[src/rtl/eth_pkg.sv]
// Shared types, frame constants and CRC/checksum helpers for the Ethernet transmit path.
package eth_pkg;

    localparam int unsigned WORD_W       = 32;
    localparam int unsigned BYTE_W       = 8;
    localparam int unsigned CNT_W        = 16;

    localparam int unsigned PREAMBLE_LEN = 8;
    localparam int unsigned MAC_HDR_LEN  = 14;
    localparam int unsigned IP_HDR_LEN   = 20;
    localparam int unsigned UDP_LEN      = 12;
    localparam int unsigned PAD_LEN      = 14;
    localparam int unsigned FCS_LEN      = 4;

    localparam logic [15:0] ETHERTYPE_IPV4 = 16'h0800;
    localparam logic [7:0]  IP_PROTO_UDP   = 8'h11;
    localparam logic [7:0]  IP_TTL         = 8'h40;
    localparam logic [7:0]  IP_VER_IHL     = 8'h45;
    localparam logic [15:0] IP_FLAGS_FRAG  = 16'h4000;
    localparam logic [15:0] IP_TOTAL_LEN   = 16'(IP_HDR_LEN + UDP_LEN);

    localparam logic [31:0] CRC32_POLY = 32'hEDB8_8320;
    localparam logic [31:0] CRC32_INIT = 32'hFFFF_FFFF;

    typedef enum logic [2:0] {
        IDLE,
        PREAMBLE,
        MAC_HDR,
        IP_HDR,
        UDP,
        PAD,
        FCS,
        IFG
    } state_t;

    typedef struct packed {
        logic [7:0]  ver_ihl;
        logic [7:0]  tos;
        logic [15:0] total_len;
        logic [15:0] id;
        logic [15:0] flags_frag;
        logic [7:0]  ttl;
        logic [7:0]  proto;
        logic [15:0] checksum;
        logic [31:0] src_ip;
        logic [31:0] dst_ip;
    } ipv4_hdr_t;

    // Reflected CRC-32, one byte, LSB first.
    function automatic logic [31:0] crc32_update(input logic [31:0] crc, input logic [7:0] data);
        logic [31:0] c;
        c = crc ^ {24'h0, data};
        for (int i = 0; i < 8; i++) begin
            c = c[0] ? ((c >> 1) ^ CRC32_POLY) : (c >> 1);
        end
        return c;
    endfunction

    // Header checksum; the checksum field of the argument is treated as zero.
    function automatic logic [15:0] ipv4_checksum(input ipv4_hdr_t hdr);
        ipv4_hdr_t    h;
        logic [159:0] flat;
        logic [31:0]  sum;
        h          = hdr;
        h.checksum = '0;
        flat       = h;
        sum        = '0;
        for (int i = 0; i < 10; i++) begin
            sum = sum + {16'h0, flat[16*i +: 16]};
        end
        sum = {16'h0, sum[15:0]} + {16'h0, sum[31:16]};
        sum = {16'h0, sum[15:0]} + {16'h0, sum[31:16]};
        return ~sum[15:0];
    endfunction

endpackage

[src/rtl/eth_tx_framer_if.sv]
// Packet-in handshake and MII-side byte stream of the transmit framer.
interface eth_tx_framer_if;
    import eth_pkg::*;

    logic [WORD_W-1:0] packet_in;
    logic              packet_valid;
    logic              in_ready;
    logic [BYTE_W-1:0] tx_data;
    logic              tx_en;

    modport master (
        output packet_in,
        output packet_valid,
        input  in_ready,
        input  tx_data,
        input  tx_en
    );

    modport slave (
        input  packet_in,
        input  packet_valid,
        output in_ready,
        output tx_data,
        output tx_en
    );

endinterface

[src/rtl/crc32_byte.sv]
// Combinational byte-wide CRC-32 step, shared by the transmit and receive paths.
module crc32_byte
    import eth_pkg::*;
(
    input  logic [31:0] crc_in,
    input  logic [7:0]  data,
    output logic [31:0] crc_out_c
);

    assign crc_out_c = crc32_update(crc_in, data);

endmodule

[src/rtl/eth_tx_framer.sv]
// Buffers one 3-word UDP packet and streams it out as a complete Ethernet II / IPv4 frame.
module eth_tx_framer
    import eth_pkg::*;
#(
    parameter logic [47:0] DST_MAC    = 48'hFFFF_FFFF_FFFF,
    parameter logic [47:0] SRC_MAC    = 48'h0200_0000_0001,
    parameter logic [31:0] SRC_IP     = 32'hC0A8_0001,
    parameter logic [31:0] DST_IP     = 32'hC0A8_0002,
    parameter int unsigned IFG_CYCLES = 12
) (
    input logic           clk,
    input logic           rst_n,
    eth_tx_framer_if.slave bus
);

    localparam int unsigned SEL_W = 160;
    localparam logic [8*MAC_HDR_LEN-1:0] MAC_HDR_BYTES = {DST_MAC, SRC_MAC, ETHERTYPE_IPV4};

    state_t              state;
    state_t              state_next;
    logic [CNT_W-1:0]    cnt;
    logic [CNT_W-1:0]    cnt_next;

    logic [1:0]          wcnt;
    logic [8*UDP_LEN-1:0] udp_buf;
    logic [15:0]         ip_id;
    logic [15:0]         ip_cs;
    logic [31:0]         crc;
    logic [31:0]         crc_next_c;

    logic [7:0]          byte_c;
    logic                en_c;
    logic                accept_c;
    logic                last_word_c;

    logic [7:0]          tx_data_q;
    logic                tx_en_q;
    logic                in_ready_q;

    ipv4_hdr_t             ip_hdr_c;
    logic [8*IP_HDR_LEN-1:0] ip_flat_c;

    function automatic logic at_end(input logic [CNT_W-1:0] c, input int unsigned len);
        return c == CNT_W'(len - 1);
    endfunction

    // Byte idx (0 = most significant) of a right-aligned len-byte field.
    function automatic logic [7:0] byte_of(input logic [SEL_W-1:0] vec, input int unsigned len,
                                           input logic [CNT_W-1:0] idx);
        return 8'(vec >> (8 * (len - 1 - 32'(idx))));
    endfunction

    always_comb begin
        ip_hdr_c            = '0;
        ip_hdr_c.ver_ihl    = IP_VER_IHL;
        ip_hdr_c.tos        = 8'h00;
        ip_hdr_c.total_len  = IP_TOTAL_LEN;
        ip_hdr_c.id         = ip_id;
        ip_hdr_c.flags_frag = IP_FLAGS_FRAG;
        ip_hdr_c.ttl        = IP_TTL;
        ip_hdr_c.proto      = IP_PROTO_UDP;
        ip_hdr_c.checksum   = ip_cs;
        ip_hdr_c.src_ip     = SRC_IP;
        ip_hdr_c.dst_ip     = DST_IP;
    end

    assign ip_flat_c = ip_hdr_c;

    crc32_byte u_crc (
        .crc_in    (crc),
        .data      (byte_c),
        .crc_out_c (crc_next_c)
    );

    always_ff @(posedge clk or negedge rst_n) begin
        if (!rst_n) begin
            state <= IDLE;
            cnt   <= '0;
        end else begin
            state <= state_next;
            cnt   <= cnt_next;
        end
    end

    // Next state and the byte to emit for the current state/offset.
    always_comb begin
        state_next  = state;
        cnt_next    = cnt + CNT_W'(1);
        byte_c      = 8'h00;
        en_c        = 1'b0;
        accept_c    = 1'b0;
        last_word_c = 1'b0;
        case (state)
            IDLE: begin
                cnt_next = '0;
                accept_c = bus.packet_valid;
                if (bus.packet_valid && (wcnt == 2'd2)) begin
                    last_word_c = 1'b1;
                    state_next  = PREAMBLE;
                end
            end
            PREAMBLE: begin
                en_c   = 1'b1;
                byte_c = at_end(cnt, PREAMBLE_LEN) ? 8'hD5 : 8'h55;
                if (at_end(cnt, PREAMBLE_LEN)) begin
                    state_next = MAC_HDR;
                    cnt_next   = '0;
                end
            end
            MAC_HDR: begin
                en_c   = 1'b1;
                byte_c = byte_of(SEL_W'(MAC_HDR_BYTES), MAC_HDR_LEN, cnt);
                if (at_end(cnt, MAC_HDR_LEN)) begin
                    state_next = IP_HDR;
                    cnt_next   = '0;
                end
            end
            IP_HDR: begin
                en_c   = 1'b1;
                byte_c = byte_of(SEL_W'(ip_flat_c), IP_HDR_LEN, cnt);
                if (at_end(cnt, IP_HDR_LEN)) begin
                    state_next = UDP;
                    cnt_next   = '0;
                end
            end
            UDP: begin
                en_c   = 1'b1;
                byte_c = byte_of(SEL_W'(udp_buf), UDP_LEN, cnt);
                if (at_end(cnt, UDP_LEN)) begin
                    state_next = PAD;
                    cnt_next   = '0;
                end
            end
            PAD: begin
                en_c = 1'b1;
                if (at_end(cnt, PAD_LEN)) begin
                    state_next = FCS;
                    cnt_next   = '0;
                end
            end
            FCS: begin
                en_c   = 1'b1;
                byte_c = 8'(~crc >> (8 * 32'(cnt)));
                if (at_end(cnt, FCS_LEN)) begin
                    state_next = IFG;
                    cnt_next   = '0;
                end
            end
            IFG: begin
                if (at_end(cnt, IFG_CYCLES)) begin
                    state_next = IDLE;
                    cnt_next   = '0;
                end
            end
            default: begin
                state_next = IDLE;
                cnt_next   = '0;
            end
        endcase
    end

    // Packet buffer, header state, running CRC and registered outputs.
    always_ff @(posedge clk or negedge rst_n) begin
        if (!rst_n) begin
            udp_buf    <= '0;
            wcnt       <= '0;
            ip_id      <= '0;
            ip_cs      <= '0;
            crc        <= CRC32_INIT;
            tx_data_q  <= '0;
            tx_en_q    <= 1'b0;
            in_ready_q <= 1'b1;
        end else begin
            tx_data_q  <= byte_c;
            tx_en_q    <= en_c;
            in_ready_q <= (state_next == IDLE);
            if (accept_c) begin
                udp_buf <= {udp_buf[8*UDP_LEN-WORD_W-1:0], bus.packet_in};
                wcnt    <= last_word_c ? 2'd0 : wcnt + 2'd1;
            end
            if (last_word_c) begin
                ip_cs <= ipv4_checksum(ip_hdr_c);
            end
            case (state)
                PREAMBLE:                  crc <= CRC32_INIT;
                MAC_HDR, IP_HDR, UDP, PAD: crc <= crc_next_c;
                default:                   crc <= crc;
            endcase
            if ((state == FCS) && at_end(cnt, FCS_LEN)) begin
                ip_id <= ip_id + 16'd1;
            end
        end
    end

    assign bus.tx_data  = tx_data_q;
    assign bus.tx_en    = tx_en_q;
    assign bus.in_ready = in_ready_q;

endmodule
[src/flat_wrapper.sv]
// flat-port wrapper written by rule: the top's interface ports become plain ports
module eth_tx_framer_flat import eth_pkg::*;
#(
    parameter logic [47:0] DST_MAC    = 48'hFFFF_FFFF_FFFF,
    parameter logic [47:0] SRC_MAC    = 48'h0200_0000_0001,
    parameter logic [31:0] SRC_IP     = 32'hC0A8_0001,
    parameter logic [31:0] DST_IP     = 32'hC0A8_0002,
    parameter int unsigned IFG_CYCLES = 12
)
  (clk, rst_n, bus_packet_in, bus_packet_valid, bus_in_ready, bus_tx_data, bus_tx_en);
  eth_tx_framer_if bus_i ();
  input logic clk;
  input logic rst_n;
  input wire logic [$bits(bus_i.packet_in)-1:0] bus_packet_in;
  input wire logic [$bits(bus_i.packet_valid)-1:0] bus_packet_valid;
  output wire logic [$bits(bus_i.in_ready)-1:0] bus_in_ready;
  output wire logic [$bits(bus_i.tx_data)-1:0] bus_tx_data;
  output wire logic [$bits(bus_i.tx_en)-1:0] bus_tx_en;
  assign bus_i.packet_in = bus_packet_in;
  assign bus_i.packet_valid = bus_packet_valid;
  assign bus_in_ready = bus_i.in_ready;
  assign bus_tx_data = bus_i.tx_data;
  assign bus_tx_en = bus_i.tx_en;
  eth_tx_framer #(.DST_MAC(DST_MAC), .SRC_MAC(SRC_MAC), .SRC_IP(SRC_IP), .DST_IP(DST_IP), .IFG_CYCLES(IFG_CYCLES)) u_core (.clk(clk), .rst_n(rst_n), .bus(bus_i));
endmodule
[config.mk]
export PLATFORM = sky130hd
export DESIGN_NAME = eth_tx_framer_flat
export DESIGN_NICKNAME = d
export VERILOG_FILES = /design/src/rtl/eth_pkg.sv /design/src/rtl/eth_tx_framer_if.sv /design/src/rtl/crc32_byte.sv /design/src/rtl/eth_tx_framer.sv /design/src/flat_wrapper.sv
export SDC_FILE = /design/constraint.sdc
export NUM_CORES = 1
export LEC_CHECK = 0
export BUFFER_PORTS_ARGS = -buffer_cell sky130_fd_sc_hd__buf_2
export CAP_MARGIN = 30
export CORE_MARGIN = 5
export CORE_UTILIZATION = 29
export CTS_CLUSTER_SIZE = 24
export DETAILED_ROUTE_END_ITERATION = 7
export GPL_TIMING_DRIVEN = 0
export SYNTH_ARGS = -nofsm -noshare
export SYNTH_HDL_FRONTEND = slang
export SYNTH_SLANG_ARGS = --single-unit
[constraint.sdc]
create_clock -name clk -period 5.4 [get_ports clk]
set_input_delay 1.08 -clock clk [delete_from_list [all_inputs] [get_ports clk]]
set_output_delay 1.08 -clock clk [all_outputs]
set_load 0.005 [all_outputs]
==> run_results.csv, run 1 <==
group,metric,value,unit
run_status,status,"completed",
synth,synthTopCellsByCount,"158 x dfrtp_1, 99 x mux2_2, 95 x nor2_1",
routing,antenna_left,0,
synth,ys_top_cells_by_area,"dfrtp_1 34%, mux2_2 9.7%, dfstp_2 7.5%, xnor2_1 6.3%, mux4_2 5.9%",
timing,slew_violations,0,
routing,wl,29680,um
finish,diodes,0,
place,place.gp.congestion,0.8648,
timing,worst_slew_margin_rel,46.32,%
grt,groute.layer.met3.usage,2.750,%
grt,grt_max_degree,111,
routing,wl_per_cell,17.88,um
finish,area_growth,14.50,%
clocking,postCtsHoldBufs,0,
clocking,cts_root_buffer,"clkbuf_16",
finish,fillCellCount,3946,
finish,final_cells,1660,
synth,synthCells,1053,
finish,drive_gt1_share,28.90,%
worst_setup_path,worstPathMaxFanout,6,
synth,yosysTopAreaCellShare,34.33,%
synth,ys_ff_latch,191,
power,power_density,212.2,mW/mm^2
finish,multi_input_area,0.006415,mm^2
synth,syn_area,0.01152,mm^2
synth,synth_top_area_cell,"dfrtp_1",
die,initial_core_util,29.12,%
finish,design_area,0.01319,mm^2
finish,seq_area,0.004821,mm^2
clocking,clock_path_buffers,2,
die,row_count,73,
flow_run,drv_cap,0,
clocking,worst_skew_pair.late_latency,0.45,ns
grt,grt_pass1_wl,47310,um
timing,skew,0.01384,ns
place,numPortBuffers,44,
die,io_pins,45,
routing,drtIter0Drc,613,
synth,yosysMostFrequentCell,"dfrtp_1",
worst_setup_path,path_class,"reg -> reg",
worst_setup_path,end_kind,"flop",
place,post-dp-hpwl,21680,um
place,pre_cts_ws,-0.2535,ns
worst_setup_path,cp.required,5.72,ns
synth,synth_edf_count,0,
routing,vias,8373,
clocking,clk_pin_slew_worst_paths,0.08,ns
worst_setup_path,critical_path_arrival,5.43,ns
clocking,htree_levels,4,
place,placed_area,0.01244,mm^2
timing,period_needed,5.110,ns
power,vdd_drop_max,0.2177,mV
die,die_w,209.3,um
synth,async_flop_share,100.0,%
timing,setup_violations,0,
die,fp.dieH,209.3,um
place,dp.cells,1624,
finish,fin_util,33.34,%
routing,vias_per_cell,5.044,
timing,worst_slack,0.2902,ns
clocking,cts_buffers,17,
routing,drc,0,
clocking,cts.sinks,191,
synth,yosysUniqueCellTypes,98,
power,p_leak,5.739,nW
grt,track_usage,13.47,%
routing,first_pass_iters,5,
synth,syn_avg_cell_area,10.94,um^2
grt,grt-ovfl-total,0,
grt,grt_use_met1,18.68,%
clocking,cts_tree,"done",
timing,period_share,94.63,%
finish,nNetsFinal,1177,
synth,yosys_warnings,0,
worst_setup_path,cp-start-kind,"flop",
grt,antenna_found_initial,0,
worst_hold_path,hold_path.class,"reg -> reg",
synth,ys_seq_area_share,41.86,%
die,dieArea,0.04380,mm^2
grt,met2_usage,21.75,%
timing,tns,0,ns
grt,grt_pass1_vias,8413,
grt,busiest_layer,"met2",
die,core,0.03955,mm^2
timing,hold_viol,0,
synth,synth_ff_type,"dfrtp_1",
timing,tightest_slew,0.8053,ns
timing,fmax,195.7,MHz
==> timing repair <==
item / 4_1_cts / 5_1_grt
gates resized for setup: 6 / 29
setup endpoints to repair: 6 / 13
pin swaps: 2 / 6
setup buffers: 1 / 3
==> per-layer routing <==
layer	vias to the layer above	wire length (um)
met2	231	14020
met1	4189	13680
met3	38	1515
li1	3915	-
met4	0	458
met5	-	0
==> flip-flops by register name, indices dropped and copies added, names as in the netlist, 2 cells and up <==
signal,count
u_core.bus.tx_data,8
u_core.cnt,16
u_core.crc,32
u_core.ip_cs,16
u_core.ip_id,16
u_core.state,3
u_core.udp_buf,96
u_core.wcnt,2
==> layout by cell type, fill, tap and decap left out, types with 12 or more instances in the layout <==
cell | synthesis | final
clkbuf_16 | 0 | 17
xnor2_1 | 83 | 82
dfrtp_1 | 158 | 158
ha_1 | 19 | 17
nand2_1 | 73 | 73
buf_2 | 14 | 58
a21oi_1 | 54 | 52
nand4_1 | 12 | 12
nor2_1 | 95 | 94
dfstp_2 | 33 | 33
o21ai_0 | 33 | 29
mux4_2 | 30 | 30
xor2_1 | 42 | 42
nand3_1 | 27 | 26
mux2_2 | 99 | 99
inv_1 | 15 | 15
nor2b_1 | 13 | 13
clkbuf_1 | 31 | 28
nor3_1 | 18 | 16
mux2i_1 | 17 | 17
==> critical path, stage by stage (launching register included) <==
cell	delay, ns
dfrtp_1	0.41
ha_1	0.26
a211o_4	0.37
a21oi_4	0.22
o21a_4	0.17
a311oi_4	0.06
nor2_2	0.18
o21ai_0	0.10
o21ai_1	0.13
a22o_1	0.18
ha_2	0.19
fa_2	0.21
a21o_1	0.14
nand3_2	0.13
nor3_2	0.20
and4_4	0.28
or3b_4	0.40
nor3_1	0.20
ha_2	0.23
ha_1	0.17
and2_4	0.18
nand2_1	0.07
a21oi_2	0.15
xor2_1	0.24
o21ai_0	0.10
==> where the power goes <==
group / switching, W / internal (W)
combinational: 0.0000383 / 0.0000263
clock: 0.000642 / 0.000637
sequential: 0.0000117 / 0.00144
==> worst paths after layout <==
path                       depth (start not counted)             from         endpoint  slack (ns)
min in group asynchronous                          1            rst_n   u_core.wcnt[1]        0.59
max                                               24  u_core.ip_id[2]  u_core.ip_cs[6]        0.29
max reg2reg                                       24  u_core.ip_id[2]  u_core.ip_cs[6]        0.29
max in group asynchronous                          2            rst_n    u_core.crc[7]        3.85
min                                                2  u_core.ip_cs[6]  u_core.ip_cs[6]        0.48
min reg2reg                                        2  u_core.ip_cs[6]  u_core.ip_cs[6]        0.48
==> layout make-up <==
cell class                 count  area share (%)
buffer                        61           2.495
sequential                   191           36.56
inverter                      18          0.5123
multi-input combinational    784           48.64
tap                          525           4.981
timing repair buffer          49           2.182
clock inverter                14           1.300
clock buffer                  18           3.330
==> logic make-up (layout without fill, tap and decap cells) <==
family	Yosys count	after routing	share of synthesized area, %
AOI/OAI and AO/OA	170	170	10.08
xor gates and xnor gates	139	139	11.86
adders and majority gates	20	20	2.238
buffers and inverters	79	160	3.378
DFF	191	191	41.86
muxes	146	146	17.02
other	2	3	0.06521
and+or+nand+nor	306	306	13.49
==> through the flow <==
stage,hold slack (ns),total power [W]
after global placement,0.4653,0.001544
after floorplan,0.4444,0.001496
after global routing,0.5097,0.002904
after CTS,0.4878,0.002832
after detailed placement,0.4699,0.001549
final,0.4835,0.002799
No activity file was read; power rests on OpenSTA's default activity.
==> inputs of run 2 (changes only) <==
CTS_CLUSTER_DIAMETER = 150   (was default)
GPL_TIMING_DRIVEN = default   (was 0)
RECOVER_POWER = 25   (was default)
==> run 2 against run 1 <==
The run now ends with capacitance limit, slew limit left. Largest power group unchanged. Utilization decreased by 0.41 points. Die area unchanged. Wire length fell by 8.9%.
==> run_results.csv, run 2 (synthesis results as in run 1) <==
group,metric,value,unit
die,die_w,209.3,um
place,pre_cts_ws,0.1270,ns
grt,grt_max_degree,114,
timing,setup_violations,0,
place,numPortBuffers,44,
timing,worst_slack,0.2886,ns
finish,fillCellCount,3974,
worst_hold_path,hold_path.class,"reg -> reg",
routing,wl_per_cell,16.65,um
clocking,clock_path_buffers,2,
finish,biggestRegsByFlops,"u_core.udp_buf: 96 flops, u_core.crc: 32 flops",
timing,tightest_slew,2.848,ns
power,p_leak,5.693,nW
clocking,postCtsHoldBufs,0,
run_status,violations,"capacitance limit, slew limit",
routing,first_pass_iters,5,
timing,fmax,195.6,MHz
die,initial_core_util,29.12,%
finish,largest_register_ffs,96,
clocking,htree_levels,4,
finish,drive_gt1_share,28.84,%
grt,antenna_found_initial,0,
timing,period_needed,5.111,ns
worst_setup_path,worstPathMaxFanout,6,
clocking,cts_tree,"done",
grt,met2_usage,19.58,%
worst_setup_path,path_class,"reg -> reg",
finish,fin_util,32.93,%
die,dieArea,0.04380,mm^2
clocking,cts_root_buffer,"clkbuf_16",
worst_hold_path,hp-start,"u_core.ip_cs[5]",
grt,grt-ovfl-total,0,
timing,hold_viol,0,
place,placed_area,0.01234,mm^2
grt,grt_pass1_wl,44550,um
place,post-dp-hpwl,18970,um
run_status,status,"complete, but fails checks",
clocking,clk_pin_slew_worst_paths,0.07,ns
worst_setup_path,critical_path_arrival,5.40,ns
grt,grt_pass1_vias,8180,
worst_setup_path,slowest_stage,"dfrtp_1",
routing,drc,0,
worst_setup_path,reg2reg_from,"u_core.ip_id[3]",
worst_setup_path,cp.required,5.69,ns
grt,groute.layer.met3.usage,2.422,%
routing,vias,8089,
clocking,cts_buffers,17,
routing,wl,27030,um
finish,area_growth,13.08,%
power,vdd_drop_max,0.1933,mV
routing,antenna_left,0,
timing,slew_violations,114,
die,core,0.03955,mm^2
routing,vias_per_cell,4.981,
clocking,worst_skew_pair.late_latency,0.46,ns
worst_setup_path,end_kind,"flop",
timing,worst_slew_margin_rel,-89.85,%
flow_run,drv_cap,1,
finish,layout_commonest_cell,"dfrtp_1",
die,io_pins,45,
worst_setup_path,crit_chain,"ha_1 > a211o_4 > a21oi_4 > o21a_1 > a311oi_2 > nor2_1 > o21ai_0 > o21ai_0 > a22o_1 > ha_1 > fa_1 > a21o_1 > nand3_1 > nor3_1 > and4_4 > or3b_4 > nor3_1 > ha_2 > ha_1 > and2_4 > a31oi_4 > nor3_2 > xnor2_1 > o21ai_0",
power,power_density,219.2,mW/mm^2
timing,skew,0.01892,ns
finish,mostFrequentLayoutCells,"155 x dfrtp_1, 99 x mux2_2, 95 x nor2_1, 83 x xnor2_1, 73 x nand2_1",
finish,nNetsFinal,1141,
clocking,cts.sinks,191,
finish,diodes,0,
finish,design_area,0.01302,mm^2
timing,rsz0062_at_grt,"true",
worst_setup_path,crit_start,"u_core.ip_id[3]",
grt,track_usage,12.48,%
timing,period_share,94.66,%
worst_setup_path,slowest_delay,0.42,ns
die,fp.dieH,209.3,um
grt,grt_use_met1,17.75,%
die,row_count,73,
worst_setup_path,cp-start-kind,"flop",
routing,drtIter0Drc,512,
timing,tns,0,ns
finish,regMostFlops,"u_core.udp_buf",
place,place.gp.congestion,0.8546,
grt,busiest_layer,"met2",
run 2: cell types whose count changed in the layout (fill, tap and decap cells not counted), moves of 3 or more:
| cell | before | now |
|---|---|---|
| o21ai_1 | 11 | 8 |
| dfrtp_1 | 158 | 155 |
| buf_2 | 58 | 43 |
| clkinv_8 | 6 | 2 |
| buf_1 | 3 | 0 |
| o21ai_0 | 29 | 32 |
| clkbuf_1 | 28 | 1 |
| buf_4 | 9 | 26 |
| buf_6 | 6 | 1 |
run 2: final cells by class:
cell class / instances / area, um^2 / share of cell area [%]
tap: 525 / 656.9 / 5.044
clock inverter: 13 / 175.2 / 1.345
multi-input combinational: 784 / 6382 / 49.01
clock buffer: 19 / 442.9 / 3.401
timing repair buffer: 74 / 471.7 / 3.622
sequential: 191 / 4827 / 37.06
inverter: 18 / 67.56 / 0.5188
run 2: timing repair:
item / CTS / global route
resized for setup: 0 / 16
setup endpoints to repair: 0 / 8
setup buffers: 0 / 1
run 2: worst paths after layout:
kind / slack, ns / end / cells past startpoint
min in group asynchronous: 1.75 / u_core.ip_id[14] / 2
hold / removal: 0.49 / u_core.ip_cs[5] / 2
setup reg to reg: 0.29 / u_core.ip_cs[12] / 24
hold reg to reg: 0.49 / u_core.ip_cs[5] / 2
setup / recovery: 0.29 / u_core.ip_cs[12] / 24
max in group asynchronous: 1.73 / u_core.udp_buf[77] / 3
run 2: stage by stage:
stage / power (W) / std cells / hold WS, ns
CTS: 0.002888 / 1622 / 0.4876
global route: 0.002964 / 1624 / 0.5131
detailed placement: 0.001548 / 1590 / 0.4709
global placement: 0.001546 / 1588 / 0.4609
floorplan: 0.001496 / 1054 / 0.4444
finish: 0.002855 / 1624 / 0.4868
run 2: per-layer routing:
metal,vias to the layer above,part of all wire [%]
met5,-,0
met3,29,3.7
met2,169,47
met4,0,1.3
met1,4058,48
li1,3833,-
run 2: power by group:
group / internal [W] / switching, W / total (W)
clock network: 0.000717 / 0.000621 / 0.00134
registers: 0.00144 / 0.00000998 / 0.00145
logic: 0.0000250 / 0.0000386 / 0.0000636
run 2: worst max-delay path: cells and delay by family (launching register included):
kind	cells	cell delay, ns
XOR/XNOR	1	0.13
AND/OR/NAND/NOR	8	1.78
adder cells (fa/ha/maj)	5	1.01
AO/OA/AOI/OAI	10	1.63
flip-flops	1	0.42
